==> config.mk <==
export PLATFORM = sky130hd
export DESIGN_NAME = alu_issue_ctrl
export DESIGN_NICKNAME = d
export VERILOG_FILES = /design/src/rtl/alu_pkg.sv /design/src/rtl/alu_issue_timer.sv /design/src/rtl/alu_issue_ctrl.sv
export SDC_FILE = /design/constraint.sdc
export NUM_CORES = 1
export LEC_CHECK = 0
export CAP_MARGIN = 5
export CORE_ASPECT_RATIO = 1.25
export CORE_MARGIN = 1
export CORE_UTILIZATION = 45
export DETAILED_ROUTE_END_ITERATION = 12
export GPL_TIMING_DRIVEN = 0
export MAX_ROUTING_LAYER = met4
export PLACE_DENSITY_LB_ADDON = 0.1
export REMOVE_ABC_BUFFERS = 1
export SETUP_SLACK_MARGIN = 0.4
export SKIP_CTS_REPAIR_TIMING = 1
export SYNTH_ARGS = -nofsm -noshare
export SYNTH_HDL_FRONTEND = slang
export SYNTH_SLANG_ARGS = --single-unit
==> constraint.sdc <==
create_clock -name i_clk -period 7 [get_ports i_clk]
set_clock_uncertainty 0.05 [all_clocks]
set_input_delay 1.4 -clock i_clk [delete_from_list [all_inputs] [get_ports i_clk]]
set_output_delay 1.4 -clock i_clk [all_outputs]
set_load 0.05 [all_outputs]
==> src/rtl/alu_pkg.sv <==
// Shared ALU opcode encodings, issue FSM state type and default data width.
package alu_pkg;

  localparam int ALU_DATA_W = 32;

  localparam logic [2:0] ALU_AND  = 3'd0;
  localparam logic [2:0] ALU_OR   = 3'd1;
  localparam logic [2:0] ALU_ADD  = 3'd2;
  localparam logic [2:0] ALU_SUB  = 3'd3;
  localparam logic [2:0] ALU_FADD = 3'd4;
  localparam logic [2:0] ALU_FSUB = 3'd5;
  localparam logic [2:0] ALU_CMP  = 3'd6;
  localparam logic [2:0] ALU_NOP  = 3'd7;

  typedef enum logic [1:0] {
    ST_IDLE,
    ST_ISSUE,
    ST_WAIT,
    ST_RESP
  } issue_state_e;

endpackage

==> src/rtl/alu_issue_timer.sv <==
// Loadable up-counter with synchronous clear; o_tc flags count == i_term.
// Clear has priority over load, load over increment.
module alu_issue_timer #(
  parameter int CNT_W = 16
) (
  input  logic             i_clk,
  input  logic             i_rst,
  input  logic             i_clr,
  input  logic             i_load,
  input  logic [CNT_W-1:0] i_load_val,
  input  logic             i_en,
  input  logic [CNT_W-1:0] i_term,
  output logic             o_tc
);

  logic [CNT_W-1:0] cnt_q;
  logic [CNT_W-1:0] cnt_d;

  always_comb begin
    cnt_d = cnt_q;
    if (i_clr) begin
      cnt_d = '0;
    end else if (i_load) begin
      cnt_d = i_load_val;
    end else if (i_en) begin
      cnt_d = cnt_q + 1'b1;
    end
  end

  always_ff @(posedge i_clk or posedge i_rst) begin
    if (i_rst) begin
      cnt_q <= '0;
    end else begin
      cnt_q <= cnt_d;
    end
  end

  assign o_tc = (cnt_q == i_term);

endmodule

==> src/rtl/alu_issue_ctrl.sv <==
// Serialises one command at a time to the ALU: issue pulse, wait for done or timeout, return result.
// Optional saturating statistics counters are built when ALU_ISSUE_STATS_EN is defined.
module alu_issue_ctrl
  import alu_pkg::*;
#(
  parameter int DATA_W         = ALU_DATA_W,
  parameter int TIMEOUT_CYCLES = 64,
  parameter int CNT_W          = 16
) (
  input  logic              i_clk,
  input  logic              i_rst,
  input  logic              i_cmd_valid,
  output logic              o_cmd_ready,
  input  logic [2:0]        i_cmd_op,
  input  logic [2:0]        i_cmd_ctrl,
  input  logic [DATA_W-1:0] i_cmd_a,
  input  logic [DATA_W-1:0] i_cmd_b,
  output logic              o_alu_valid,
  output logic [2:0]        o_alu_op,
  output logic [2:0]        o_alu_ctrl,
  output logic [DATA_W-1:0] o_alu_a,
  output logic [DATA_W-1:0] o_alu_b,
  input  logic              i_alu_done,
  input  logic [DATA_W-1:0] i_alu_data,
  input  logic              i_alu_comp,
  input  logic              i_alu_invalid,
  output logic              o_res_valid,
  input  logic              i_res_ready,
  output logic [DATA_W-1:0] o_res_data,
  output logic              o_res_comp,
  output logic              o_res_invalid,
  output logic              o_res_timeout
`ifdef ALU_ISSUE_STATS_EN
  ,
  output logic [CNT_W-1:0]  o_stat_issued,
  output logic [CNT_W-1:0]  o_stat_invalid,
  output logic [CNT_W-1:0]  o_stat_timeout
`endif
);

  localparam logic [CNT_W-1:0] TERM = CNT_W'(TIMEOUT_CYCLES - 1);

  issue_state_e      state_q;
  logic              alu_valid_q;
  logic [2:0]        alu_op_q;
  logic [2:0]        alu_ctrl_q;
  logic [DATA_W-1:0] alu_a_q;
  logic [DATA_W-1:0] alu_b_q;
  logic              res_valid_q;
  logic [DATA_W-1:0] res_data_q;
  logic              res_comp_q;
  logic              res_invalid_q;
  logic              res_timeout_q;
  logic              tmo_tc;

  // Counter is zeroed in ISSUE so the first WAIT cycle sees 0.
  alu_issue_timer #(.CNT_W(CNT_W)) u_timer (
    .i_clk      (i_clk),
    .i_rst      (i_rst),
    .i_clr      (state_q == ST_ISSUE),
    .i_load     (1'b0),
    .i_load_val ('0),
    .i_en       (state_q == ST_WAIT),
    .i_term     (TERM),
    .o_tc       (tmo_tc)
  );

  always_ff @(posedge i_clk or posedge i_rst) begin
    if (i_rst) begin
      state_q       <= ST_IDLE;
      alu_valid_q   <= 1'b0;
      alu_op_q      <= '0;
      alu_ctrl_q    <= '0;
      alu_a_q       <= '0;
      alu_b_q       <= '0;
      res_valid_q   <= 1'b0;
      res_data_q    <= '0;
      res_comp_q    <= 1'b0;
      res_invalid_q <= 1'b0;
      res_timeout_q <= 1'b0;
    end else begin
      alu_valid_q <= 1'b0;
      case (state_q)
        ST_IDLE: begin
          if (i_cmd_valid) begin
            alu_op_q    <= i_cmd_op;
            alu_ctrl_q  <= i_cmd_ctrl;
            alu_a_q     <= i_cmd_a;
            alu_b_q     <= i_cmd_b;
            alu_valid_q <= 1'b1;
            state_q     <= ST_ISSUE;
          end
        end
        ST_ISSUE: begin
          state_q <= ST_WAIT;
        end
        ST_WAIT: begin
          // A done arriving on the terminal-count cycle still wins.
          if (i_alu_done) begin
            res_data_q    <= i_alu_data;
            res_comp_q    <= i_alu_comp;
            res_invalid_q <= i_alu_invalid;
            res_timeout_q <= 1'b0;
            res_valid_q   <= 1'b1;
            state_q       <= ST_RESP;
          end else if (tmo_tc) begin
            res_data_q    <= '0;
            res_comp_q    <= 1'b0;
            res_invalid_q <= 1'b1;
            res_timeout_q <= 1'b1;
            res_valid_q   <= 1'b1;
            state_q       <= ST_RESP;
          end
        end
        ST_RESP: begin
          if (i_res_ready) begin
            res_valid_q <= 1'b0;
            state_q     <= ST_IDLE;
          end
        end
      endcase
    end
  end

  assign o_cmd_ready   = (state_q == ST_IDLE);
  assign o_alu_valid   = alu_valid_q;
  assign o_alu_op      = alu_op_q;
  assign o_alu_ctrl    = alu_ctrl_q;
  assign o_alu_a       = alu_a_q;
  assign o_alu_b       = alu_b_q;
  assign o_res_valid   = res_valid_q;
  assign o_res_data    = res_data_q;
  assign o_res_comp    = res_comp_q;
  assign o_res_invalid = res_invalid_q;
  assign o_res_timeout = res_timeout_q;

`ifdef ALU_ISSUE_STATS_EN
  logic [CNT_W-1:0] stat_issued_q;
  logic [CNT_W-1:0] stat_invalid_q;
  logic [CNT_W-1:0] stat_timeout_q;

  always_ff @(posedge i_clk or posedge i_rst) begin
    if (i_rst) begin
      stat_issued_q  <= '0;
      stat_invalid_q <= '0;
      stat_timeout_q <= '0;
    end else begin
      if (state_q == ST_ISSUE && stat_issued_q != '1) begin
        stat_issued_q <= stat_issued_q + 1'b1;
      end
      if (state_q == ST_WAIT && i_alu_done && i_alu_invalid && stat_invalid_q != '1) begin
        stat_invalid_q <= stat_invalid_q + 1'b1;
      end
      if (state_q == ST_WAIT && !i_alu_done && tmo_tc && stat_timeout_q != '1) begin
        stat_timeout_q <= stat_timeout_q + 1'b1;
      end
    end
  end

  assign o_stat_issued  = stat_issued_q;
  assign o_stat_invalid = stat_invalid_q;
  assign o_stat_timeout = stat_timeout_q;
`endif

endmodule

==> results of run 1 <==
synthesized netlist by cell type, types with 2 or more instances:
library cell	count	area share, %
nand2b_1	2	0.25
nor2_1	14	1.1
and3_1	3	0.38
a22o_1	35	6.2
nand2_1	4	0.30
ha_1	5	1.3
nor2b_1	2	0.25
nand4_1	6	0.76
o21ai_0	5	0.51
buf_6	4	0.91
xnor2_1	9	1.6
and2_1	3	0.38
nand3_1	2	0.20
nor3_1	5	0.51
buf_2	7	0.71
mux2_2	70	16
dfrtp_1	125	63
inv_1	10	0.76
nor4_1	5	0.63
mux2_1	2	0.46
clkbuf_1	7	0.53
per-stage QoR:
stage / utilization, % / setup slack (ns) / std cells / hold WS (ns)
5_1_grt: 73.02 / 3.429 / 702 / 0.4653
2_1_floorplan: - / 2.222 / 321 / 0.4420
6_report: 73.02 / 3.544 / 702 / 0.4475
4_1_cts: 73.02 / 3.533 / 702 / 0.4508
3_3_place_gp: 67.19 / 0.5739 / 669 / 0.4333
3_5_place_dp: 67.52 / 3.660 / 670 / 0.4313
per-layer routing:
metal	share of wire [%]	GRT usage (%)	vias to the layer above	wire length (um)
met1	38	26.60	1788	4672
met3	9.2	7.982	24	1131
met2	50	37.90	170	6109
met4	3.2	10.82	0	392
met5	0	-	-	0
li1	-	-	1658	-
layout make-up:
| type | instances | area, sq um |
|---|---|---|
| well taps | 132 | 165.2 |
| clock inverters | 11 | 116.4 |
| repair buffers | 217 | 2190 |
| fillers | 731 | 2878 |
| multi-input cells | 186 | 1678 |
| clock buffers | 21 | 470.5 |
| flip-flops and latches | 125 | 3128 |
| inverters | 10 | 42.54 |
cell families after synthesis:
group | Yosys count
buffers and inverters | 28
adders and majority gates | 5
DFF | 125
xor gates and xnor gates | 10
muxes | 73
and+or+nand+nor | 51
AOI/OAI and AO/OA | 47
where the power goes:
group	leakage (nW)	internal (W)	total (W)	switching (W)
combinational	1.50	0.000896	0.00243	0.00153
sequential	1.53	0.00105	0.00122	0.000175
clock	0.285	0.000549	0.000856	0.000308
total	3.31	0.00249	0.00451	0.00201
state kept, by name, summed over array words and instances (netlist names), 2 cells and up:
signal         cells
o_res_data        32
o_alu_b           32
o_alu_op           3
state_q            2
u_timer.cnt_q     16
o_alu_a           32
o_alu_ctrl         3
worst paths after layout:
kind	from	end	slack, ns	cells after the start
setup reg to reg	state_q[0]	o_res_data[15]	4.68	4
max in group asynchronous	i_rst	o_alu_ctrl[1]	4.87	3
setup / recovery	state_q[0]	o_cmd_ready	3.54	3
hold / removal	o_res_data[20]	o_res_data[20]	0.45	1
min in group asynchronous	i_rst	o_alu_a[13]	1.30	2
hold reg to reg	o_res_data[20]	o_res_data[20]	0.45	1
==> results_dict.tcl, run 1 <==
set metrics [dict create \
    critical_path.startpoint_type "register" \
    critical_path_peak_fanout 4 \
    critPathCaptureType "output pin" \
    clock-sinks 125 \
    grt_pass1_wl_um 19630 \
    cp_num_buf_inv 2 \
    synth-simple-area-share_pct 5.994 \
    wl_um 12310 \
    placed_area_sq_um 7203 \
    synthMuxAreaShare_pct 16.59 \
    hold_class "reg -> reg" \
    post_drt_wl_per_cell_um 17.53 \
    ys.flop_type "dfrtp_1" \
    ys_ff_latch 125 \
    crit_chain "inv_1, ha_1, clkdlybuf4s50_1" \
    rows 42 \
    first_pass_iters 4 \
    drc_errors 0 \
    clock_path_buffers 2 \
    hold_violations 0 \
    setup_viol 0 \
    vias_per_cell 5.185 \
    core_sq_um 10670 \
    power.density_nw_per_um2 578.6 \
    grt_pass1_vias 3814 \
    chipWidth_um 95.78 \
    cp_slowest_cell "clkdlybuf4s50_1" \
    cp.required_ns 5.55 \
    synth_fa_ha_area_share_pct 1.265 \
    outcome "complete, no violations" \
    yosys_warnings 0 \
    initial_core_util_pct 46.38 \
    grt_max_degree 94 \
    syn_area_sq_um 4947 \
    io_buffers 216 \
    power_leakage_nw 3.310 \
    ant_nets 0 \
    fmaxAchievable_ghz 0.2893 \
    yosysSeqAreaShare_pct 63.23 \
    min_period_ns 3.456 \
    synth_top_family_by_area "multiplexers" \
    synth-async-reset-ratio_pct 100.0 \
    p_total_w 0.004507 \
    cts_root_buffer "clkbuf_16" \
    cts_tree "built" \
    clk_pin_slew_ns 0.05 \
    relSlewSlack_pct 14.67 \
    fin_crit_sh_pct 49.38 \
    grtUsageTotal_pct 23.72 \
    vdd_drop_max_mv 0.3844 \
    syn_to_final_growth_pct 57.46 \
    diodes 0 \
    syn_area_per_cell_sq_um 14.59 \
    die_h_um 119.2 \
    worstMarginPinSlew_ns 1.280 \
    synth_edf_count 0 \
    drive_gt1_share_pct 19.12 \
    synth-compound-area-share_pct 8.245 \
    grt_setup_unrepaired "false" \
    io_pins 217 \
    grt.overflow.total 0 \
    ys_types 35 \
    hpwlAfterDp_um 8626 \
    cp_top_family "buffers and inverters" \
    most-common-layout-cells "clkdlybuf4s50_1 (216), dfrtp_1 (125), mux2_2 (70), a22o_1 (35), clkbuf_16 (17)" \
    cts_buffers 17 \
    synth_xor_area_share_pct 1.770 \
    finalSetupTns_ns 0 \
    final_common_cell "clkdlybuf4s50_1" \
    die_area_sq_um 11420 \
    path_class "reg -> out" \
    vias 3640 \
    cpPeakStageDelay_ns 0.84 \
    max-cap-violations 0 \
    layout.nets 671 \
    drt_iter0_drc 150 \
    finalMaxSlewViolations 0 \
    arrival_ns 2.01 \
    final_area_sq_um 7790 \
    htree_levels 4 \
    antenna_found_initial 0 \
    gp_congestion 0.7944 \
    synthCells 339 \
    clk_latency_ns 0.41 \
]
Note: power is estimated with default switching activity, not from simulation.
==> run 2, diff against run 1 <==
--- a/config.mk
+++ b/config.mk
@@ -8,7 +8,7 @@
 export CAP_MARGIN = 5
 export CORE_ASPECT_RATIO = 1.25
 export CORE_MARGIN = 1
-export CORE_UTILIZATION = 45
+export CORE_UTILIZATION = 42
 export DETAILED_ROUTE_END_ITERATION = 12
 export GPL_TIMING_DRIVEN = 0
 export MAX_ROUTING_LAYER = met4
==> constraint.sdc (replaced) <==
create_clock -name i_clk -period 3.5 [get_ports i_clk]
set_clock_uncertainty 0.05 [all_clocks]
set_input_delay 0.7 -clock i_clk [delete_from_list [all_inputs] [get_ports i_clk]]
set_output_delay 0.7 -clock i_clk [all_outputs]
set_load 0.05 [all_outputs]
==> run 2 against run 1 <==
Cell count rose by 0.57%. Utilization fell by 3.5 points. Highest routed layer unchanged. Register-to-register slack got worse by 3.4 ns. Critical endpoint unchanged. Critical path type unchanged.
==> results_dict.tcl, run 2 (synthesis results as in run 1) <==
set metrics [dict create \
    chipWidth_um 99.08 \
    vias 3603 \
    vdd_drop_max_mv 0.7198 \
    clk_latency_ns 0.40 \
    fmaxAchievable_ghz 0.3619 \
    critPathCaptureType "output pin" \
    grt_pass1_wl_um 19260 \
    hpwlAfterDp_um 8839 \
    fill_cells 828 \
    initial_core_util_pct 43.79 \
    diodes 0 \
    max-cap-violations 0 \
    die_area_sq_um 12220 \
    grt_max_degree 73 \
    io_buffers 216 \
    finalSetupTns_ns 0 \
    utilization_pct 69.52 \
    outcome "complete, no violations" \
    hold_violations 0 \
    hold_class "reg -> reg" \
    grt_setup_unrepaired "false" \
    switching_share_pct 44.44 \
    cp.required_ns 2.75 \
    finalMaxSlewViolations 0 \
    syn_to_final_growth_pct 58.78 \
    cts_buffers 17 \
    grt.overflow.total 0 \
    grtUsageTotal_pct 21.55 \
    gp_congestion 0.8046 \
    worstMarginPinSlew_ns 0.9255 \
    switching_power_w 0.004078 \
    drc_errors 0 \
    post_drt_wl_per_cell_um 17.72 \
    setup_viol 0 \
    p_comb_share_pct 53.3 \
    arrival_ns 2.01 \
    grt_pass1_vias 3617 \
    min_path_cells 1 \
    relSlewSlack_pct 38.30 \
    die_h_um 123.3 \
    ant_nets 0 \
    p_clk_share_pct 20.0 \
    clock_path_buffers 2 \
    power_leakage_nw 3.330 \
    vias_per_cell 5.103 \
    p_total_w 0.009176 \
    cts_root_buffer "clkbuf_16" \
    layout.nets 672 \
    io_pins 217 \
    clock-sinks 125 \
    internal_power_w 0.005099 \
    htree_levels 4 \
    critical_path.startpoint_type "register" \
    drive_gt1_share_pct 19.26 \
    power.density_nw_per_um2 1168 \
    final_common_cell "clkdlybuf4s50_1" \
    clk_pin_slew_ns 0.06 \
    first_pass_iters 4 \
    min_period_ns 2.764 \
    rows 43 \
    antenna_found_initial 0 \
    critical_path_peak_fanout 4 \
    path_class "reg -> out" \
    core_sq_um 11300 \
    cts_tree "built" \
    r2r.worst_path.cells 4 \
    fin_crit_sh_pct 78.96 \
    drt_iter0_drc 202 \
    p_seq_share_pct 26.7 \
    wl_um 12510 \
    most-common-layout-cells "clkdlybuf4s50_1 (216), dfrtp_1 (125), mux2_2 (70), a22o_1 (35), clkbuf_16 (17)" \
]
run 2: changes by cell type in the layout (fill, tap and decap cells not counted):
cell	before	now
clkbuf_8	3	0
inv_6	1	3
clkinvlp_4	3	4
clkinv_2	5	3
buf_16	1	2
bufinv_16	2	4
run 2: path summary, 6_finish.rpt:
path	startpoint	to	slack [ns]
worst max-delay path	state_q[0]	o_cmd_ready	0.74
worst min-delay path	o_res_data[25]	o_res_data[25]	0.45
worst max register to register	state_q[0]	o_alu_b[7]	1.32
worst min register to register	o_res_data[25]	o_res_data[25]	0.45
max in group asynchronous	i_rst	o_alu_valid	2.02
min in group asynchronous	i_rst	o_alu_b[9]	0.67
run 2: critical path, stage by stage, from the launching register on:
cell and delay [ns]:
dfrtp_1 0.41, inv_1 0.09, ha_1 0.26, clkdlybuf4s50_1 0.85
run 2: area by class of cell:
| class | instances | area [sq um] | area share, % |
|---|---|---|---|
| Multi-Input combinational cell | 186 | 1678 | 21.36 |
| Clock inverter | 14 | 191.4 | 2.437 |
| Sequential cell | 125 | 3128 | 39.82 |
| Timing Repair Buffer | 218 | 2217 | 28.23 |
| Inverter | 10 | 42.54 | 0.5416 |
| Tap cell | 135 | 168.9 | 2.150 |
| Clock buffer | 18 | 429.2 | 5.464 |
run 2: metrics by stage:
stage	setup WS [ns]	hold WS [ns]	std cells	cell area, sq um
after floorplan	-0.5776	0.4420	321	4841
after global placement	-2.296	0.4326	672	7172
after detailed placement	0.8237	0.4315	673	7207
after CTS	0.7369	0.4517	705	7828
after global routing	0.6523	0.4543	706	7855
final	0.7364	0.4482	706	7855
run 2: power groups by stage:
stage	logic (W)	clock network (W)	registers, W
6_report	0.00489	0.00184	0.00245
5_1_grt	0.00509	0.00194	0.00253
4_1_cts	0.00490	0.00187	0.00245
3_5_place_dp	0.00490	0	0.00246
3_3_place_gp	0.00486	0	0.00243
2_1_floorplan	0.00106	0	0.00460
run 2: per-layer routing:
layer / vias up / track usage [%] / share of wire [%]
li1: 1660 / - / -
met1: 1754 / 25.97 / 42
met2: 171 / 34.88 / 49
met3: 18 / 6.444 / 6.9
met4: 0 / 7.169 / 1.6
met5: - / - / 0
